[config.mk]
export PLATFORM = sky130hd
export DESIGN_NAME = systolic3x3_seq
export DESIGN_NICKNAME = d
export VERILOG_FILES = /design/src/rtl/systolic_pkg.sv /design/src/rtl/systolic_skew_lane.sv /design/src/rtl/systolic3x3_seq.sv
export SDC_FILE = /design/constraint.sdc
export NUM_CORES = 2
export LEC_CHECK = 0
export ABC_AREA = 0
export CELL_PAD_IN_SITES_DETAIL_PLACEMENT = 1
export CELL_PAD_IN_SITES_GLOBAL_PLACEMENT = 1
export CORE_AREA = 2 2 533 535
export CTS_BUF_LIST = sky130_fd_sc_hd__clkbuf_16
export CTS_CLUSTER_DIAMETER = 120
export DETAILED_ROUTE_END_ITERATION = 8
export DIE_AREA = 0 0 535 537
export PLACE_DENSITY = 0.38
export SETUP_SLACK_MARGIN = 0.4
export SYNTH_ARGS = -nofsm -noshare
export SYNTH_HDL_FRONTEND = slang
export SYNTH_SLANG_ARGS = --single-unit
[constraint.sdc]
create_clock -name CLK -period 3.1 [get_ports CLK]
set_input_delay 0.62 -clock CLK [delete_from_list [all_inputs] [get_ports CLK]]
set_output_delay 0.62 -clock CLK [all_outputs]
set_load 0.01 [all_outputs]
[src/rtl/systolic_pkg.sv]
// Shared constants, state encoding and matrix helpers for the 3x3 systolic sequencer.
package systolic_pkg;

  localparam int DATA_W   = 32;
  localparam int N        = 3;
  localparam int FEED_LEN = 3 * N - 2;

  typedef enum logic [2:0] {
    IDLE,
    CLEAR,
    FEED,
    CAPTURE,
    DONE
  } seq_state_t;

  // Row-major element (row, col) of a packed 3x3 matrix at the package width.
  function automatic logic [DATA_W-1:0] elem(input logic [9*DATA_W-1:0] mat,
                                             input int row, input int col);
    return mat[(3*row+col)*DATA_W +: DATA_W];
  endfunction

endpackage

[src/rtl/systolic_skew_lane.sv]
// One skewed operand lane: emits vec[t-L] while 0 <= t-L <= 2, otherwise zero.
module systolic_skew_lane #(
  parameter int DATA_W = 32,
  parameter int L      = 0
) (
  input  logic [2:0][DATA_W-1:0] vec,
  input  logic [2:0]             t,
  input  logic                   en,
  output logic [DATA_W-1:0]      lane_o
);

  localparam logic [2:0] LANE = 3'(L);

  logic [2:0] idx;

  always_comb begin
    idx    = t - LANE;
    lane_o = '0;
    if (en && (t >= LANE) && (idx <= 3'd2)) lane_o = vec[idx[1:0]];
  end

endmodule

[src/rtl/systolic3x3_seq.sv]
// Sequencer for the 3x3 output-stationary systolic array: clear, skewed feed,
// drain, capture the result and pulse DONE.
module systolic3x3_seq #(
  parameter int DATA_W = systolic_pkg::DATA_W,
  parameter int N      = systolic_pkg::N
) (
  input  logic                  CLK,
  input  logic                  RST_N,
  input  logic                  START,
  input  logic [9*DATA_W-1:0]   A_MAT,
  input  logic [9*DATA_W-1:0]   B_MAT,
  output logic                  READY,
  output logic                  DONE,
  output logic [9*DATA_W-1:0]   C_MAT,
  input  logic [9*DATA_W-1:0]   ARR_C,
  output logic [DATA_W-1:0]     ARR_A0,
  output logic [DATA_W-1:0]     ARR_A3,
  output logic [DATA_W-1:0]     ARR_A6,
  output logic [DATA_W-1:0]     ARR_B0,
  output logic [DATA_W-1:0]     ARR_B1,
  output logic [DATA_W-1:0]     ARR_B2,
  output logic                  ARR_EN,
  output logic                  ARR_CLR
);
  import systolic_pkg::*;

  if (N != 3) begin : g_bad_n
    $error("systolic3x3_seq: N must be 3");
  end

  localparam logic [2:0] T_LAST = 3'(FEED_LEN - 1);

  seq_state_t                 state_q, state_d;
  logic [2:0]                 t_q, t_d;
  logic [8:0][DATA_W-1:0]     a_op_q, a_op_d, b_op_q, b_op_d;
  logic [9*DATA_W-1:0]        c_q, c_d;
  logic                       en_q, en_d, clr_q, clr_d, done_q, done_d, feed_d;
  logic [2:0][DATA_W-1:0]     a_lane, b_lane, arr_a_q, arr_b_q;

  always_comb begin
    state_d = state_q;
    t_d     = t_q;
    a_op_d  = a_op_q;
    b_op_d  = b_op_q;
    c_d     = c_q;
    case (state_q)
      IDLE: if (START) begin
        state_d = CLEAR;
        t_d     = '0;
        a_op_d  = A_MAT;
        b_op_d  = B_MAT;
      end
      CLEAR:   state_d = FEED;
      FEED:    if (t_q == T_LAST) state_d = CAPTURE;
               else               t_d     = t_q + 3'd1;
      CAPTURE: begin
        state_d = systolic_pkg::DONE;
        c_d     = ARR_C;
      end
      systolic_pkg::DONE: state_d = IDLE;
      default: state_d = IDLE;
    endcase
    // Array-facing controls are decoded from the next state so they leave flops.
    feed_d = (state_d == FEED);
    en_d   = (state_d == CLEAR) || feed_d;
    clr_d  = (state_d == CLEAR);
    done_d = (state_d == systolic_pkg::DONE);
  end

  for (genvar r = 0; r < 3; r++) begin : g_lane
    logic [2:0][DATA_W-1:0] a_row, b_col;
    assign a_row = a_op_d[3*r+2 -: 3];
    assign b_col = {b_op_d[r+6], b_op_d[r+3], b_op_d[r]};
    systolic_skew_lane #(.DATA_W(DATA_W), .L(r)) u_a (
      .vec(a_row), .t(t_d), .en(feed_d), .lane_o(a_lane[r])
    );
    systolic_skew_lane #(.DATA_W(DATA_W), .L(r)) u_b (
      .vec(b_col), .t(t_d), .en(feed_d), .lane_o(b_lane[r])
    );
  end

  always_ff @(posedge CLK) begin
    if (!RST_N) begin
      state_q <= IDLE;
      t_q     <= '0;
      a_op_q  <= '0;
      b_op_q  <= '0;
      c_q     <= '0;
      en_q    <= 1'b0;
      clr_q   <= 1'b0;
      done_q  <= 1'b0;
      arr_a_q <= '0;
      arr_b_q <= '0;
    end else begin
      state_q <= state_d;
      t_q     <= t_d;
      a_op_q  <= a_op_d;
      b_op_q  <= b_op_d;
      c_q     <= c_d;
      en_q    <= en_d;
      clr_q   <= clr_d;
      done_q  <= done_d;
      arr_a_q <= a_lane;
      arr_b_q <= b_lane;
    end
  end

  assign READY   = (state_q == IDLE);
  assign DONE    = done_q;
  assign C_MAT   = c_q;
  assign ARR_EN  = en_q;
  assign ARR_CLR = clr_q;
  assign ARR_A0  = arr_a_q[0];
  assign ARR_A3  = arr_a_q[1];
  assign ARR_A6  = arr_a_q[2];
  assign ARR_B0  = arr_b_q[0];
  assign ARR_B1  = arr_b_q[1];
  assign ARR_B2  = arr_b_q[2];

endmodule
==> results.sh <==
export IMPL_grt_pass1_vias=38538
export IMPL_core_rowCount=195
export IMPL_final_common_cell="clkdlybuf4s50_1"
export IMPL_cp_start_kind="flip-flop"
export IMPL_cts_num_sinks=1065
export IMPL_fin_tns_setup_ns=0
export IMPL_cts_max_level=4
export IMPL_dp_hpwl_um=184000
export IMPL_worstSetupStartpoint="t_q[0]"
export IMPL_antenna_found_initial=174
export IMPL_total_power_w=0.0365
export IMPL_dr_first_iter_drc_count=1202
export IMPL_postRouteAntennaNets=0
export IMPL_final_cell_mix="clkdlybuf4s50_1, dfxtp_1, nand2_1"
export IMPL_crit_buf_inv=4
export IMPL_hold_viol=0
export IMPL_ys_seq_area_frac=0.511
export IMPL_async_reset_ff_frac=0
export IMPL_rrSetupSlack_ns=0.49
export IMPL_syn_area_mm2=0.0417
export IMPL_finalSetupViolations=0
export IMPL_core_area_mm2=0.281
export IMPL_start_util=0.148
export IMPL_post_route_util=0.236
export IMPL_grt_max_degree=193
export IMPL_tritoncts="built"
export IMPL_reg2reg_depth=13
export IMPL_syn2layout_area_growth_pct=59.2
export IMPL_syn_num_nets=5253
export IMPL_worstSetupPathType="reg -> reg"
export IMPL_critPathMaxStageDelay_ns=0.38
export IMPL_numCtsBuffers=155
export IMPL_finalCritPeriodShare=0.841
export IMPL_drc=0
export IMPL_pwr_share_clk=0.455
export IMPL_switchingPower_w=0.00965
export IMPL_max_freq_ghz=0.383
export IMPL_die_x_um=535
export IMPL_worst_pin_slew_ns=1.10
export IMPL_dr_total_vias=36833
export IMPL_avgViaCountPerCell=3.77
export IMPL_root_buffer="clkbuf_16"
export IMPL_r2r_end="ARR_B1[14]"
export IMPL_wl_per_cell_um=24.4
export IMPL_worstHoldPathType="in -> reg"
export IMPL_drive_above_1_share=0.0922
export IMPL_final_area_mm2=0.0664
export IMPL_p_sw_frac=0.265
export IMPL_synthFlopType="dfxtp_1"
export IMPL_cp_endpoint="ARR_B1[14]"
export IMPL_fin_nets=6752
export IMPL_worstHoldStart="RST_N"
export IMPL_cp_data_required_time_ns=3.75
export IMPL_timing_slew_headroom=0.270
export IMPL_grt_usage=0.159
export IMPL_p_leak_nw=25.0
export IMPL_die_y_um=537
export IMPL_synth_edf_count=0
export IMPL_io_buffers=1350
export IMPL_clkLatencyLatePin_ns=0.83
export IMPL_yosysWarnings=0
export IMPL_rsz0062_at_grt="true"
export IMPL_place_area_mm2=0.0615
export IMPL_syn_avg_cell_area_um2=9.52
export IMPL_fill_cells=32153
export IMPL_path_clk_slew_ns=0.06
export IMPL_cpLargestDelayFamily="simple AND/OR/NAND/NOR gates"
export IMPL_worstReg2RegStart="t_q[0]"
export IMPL_num_io_pins=1351
export IMPL_netlist_instances=4380
export IMPL_crit_fanout=9
export IMPL_worst_path_max_delay_cell="dfxtp_4"
export IMPL_die_area_mm2=0.287
export IMPL_path_cells="inv_1, ha_1, and4_1, a31oi_2, and2_4, inv_2, ha_4, and3_4, nor3_2, a22oi_4, buf_12, buf_16, nor2_1"
export IMPL_pwr_share_comb=0.146
export IMPL_max_vdd_ir_drop_mv=0.346
export IMPL_cts_hold_buffers=0
export IMPL_drt_total_wl_um=238000
export IMPL_grt_overflow_total=0
export IMPL_power_density_mw_per_mm2=549
export IMPL_slew_violations=0
export IMPL_layout_min_cycle_time_ns=2.61
export IMPL_p_int_w=0.0268
export IMPL_firstDrtPassIters=4
export IMPL_ys_ff_latch=1065
export IMPL_arrival_ns=3.26
export IMPL_status="complete, no violations"
export IMPL_endpoint_kind="flip-flop"
export IMPL_synth_distinct_cells=38
export IMPL_grt_pass1_wl_um=321000
export IMPL_cap_violations=0
export IMPL_clockBufferDepth=4
export IMPL_finalClockSkew_ns=0.0445
export IMPL_seqPwrFrac=0.398
export IMPL_crit_cells=13
export IMPL_gp_congestion=0.780
[Yosys cell counts (7+ instances only)]
| library cell | n | area share |
|---|---|---|
| nor3_1 | 130 | 0.016 |
| buf_6 | 19 | 0.0051 |
| clkbuf_1 | 174 | 0.016 |
| buf_4 | 7 | 0.0013 |
| nor2b_1 | 577 | 0.087 |
| nand2_1 | 838 | 0.075 |
| mux2i_1 | 704 | 0.17 |
| nor2_1 | 267 | 0.024 |
| buf_2 | 136 | 0.016 |
| a31oi_1 | 130 | 0.020 |
| dfxtp_1 | 1065 | 0.51 |
| a21boi_0 | 288 | 0.052 |
[stage by stage]
stage | instances | hold WS, ns | setup WS, ns
finish | 9775 | 0.229 | 0.492
global route | 9738 | 0.197 | 0.372
CTS | 9721 | 0.121 | 0.309
detailed placement | 9459 | 0.460 | -0.561
global placement | 9459 | 0.452 | -0.576
floorplan | 4380 | 0.477 | 0.415
[worst min path at each step]
stage | depth (start not counted) | end | slack [ns]
after floorplan | 2 | a_op_q[100] | 0.48
after CTS | 3 | state_q[2] | 0.12
final | 3 | state_q[1] | 0.23
after global routing | 3 | state_q[2] | 0.20
after detailed placement | 2 | C_MAT[218] | 0.46
after global placement | 2 | C_MAT[102] | 0.45
[cell families (layout without fill, tap and decap cells)]
| family | after synthesis | in the layout | synth area share |
|---|---|---|---|
| multiplexers | 705 | 705 | 0.169 |
| buffers and inverters | 342 | 1946 | 0.0389 |
| other | 0 | 48 | 0 |
| AND/OR/NAND/NOR | 1831 | 1831 | 0.205 |
| flip-flops | 1065 | 1065 | 0.511 |
| AO/OA/AOI/OAI | 431 | 431 | 0.0740 |
| adder cells (fa/ha/maj) | 6 | 6 | 0.00180 |
[power groups by stage]
stage                     registers (W)  clock network (W)  logic (W)
after CTS                        0.0145             0.0175    0.00548
after detailed placement         0.0148                  0    0.00544
after global routing             0.0146             0.0179    0.00582
after global placement           0.0148                  0    0.00541
after floorplan                  0.0148                  0    0.00253
final                            0.0145             0.0166    0.00533
[worst reg2reg max path, delay by kind of cell, from the launching register on]
kind | cells | cell delay, ns
buffers and inverters | 4 | 0.51
AOI/OAI and AO/OA | 2 | 0.39
and+or+nand+nor | 5 | 0.68
adders and majority gates | 2 | 0.52
DFF | 1 | 0.38
[layer usage]
metal	track usage	part of all wire	up-vias	wire length (um)
li1	-	-	17552	-
met1	0.167	0.37	17515	89400
met2	0.287	0.50	1159	120000
met3	0.0676	0.091	461	21800
met4	0.0443	0.027	146	6360
met5	0	0.0039	-	928
[area by class of cell]
cell class | instances | area [um^2] | share of cell area
antenna | 48 | 120 | 0.00181
clock buffer | 156 | 3900 | 0.0588
clock inverter | 106 | 663 | 0.00999
inverter | 4 | 22.5 | 0.000339
multi-input combinational | 2973 | 18800 | 0.284
sequential | 1065 | 21300 | 0.321
tap | 3743 | 4680 | 0.0705
timing repair buffer | 1680 | 16800 | 0.253
[flip-flops by register name, summed over array words and instances, names as in the netlist]
name,flops
ARR_A6,32
state_q,3
ARR_B2,32
ARR_A3,32
a_op_q,288
b_op_q,288
DONE,1
ARR_CLR,1
ARR_EN,1
t_q,3
ARR_B0,32
ARR_B1,32
ARR_A0,32
C_MAT,288
[timing repair]
item / CTS / global route
gates cloned: 0 / 5
pin swaps: 0 / 1
endpoints found under the setup margin: 86 / 116
buffers inserted: 0 / 1
resized for setup: 28 / 11
No activity file was read; power rests on OpenSTA's default activity.
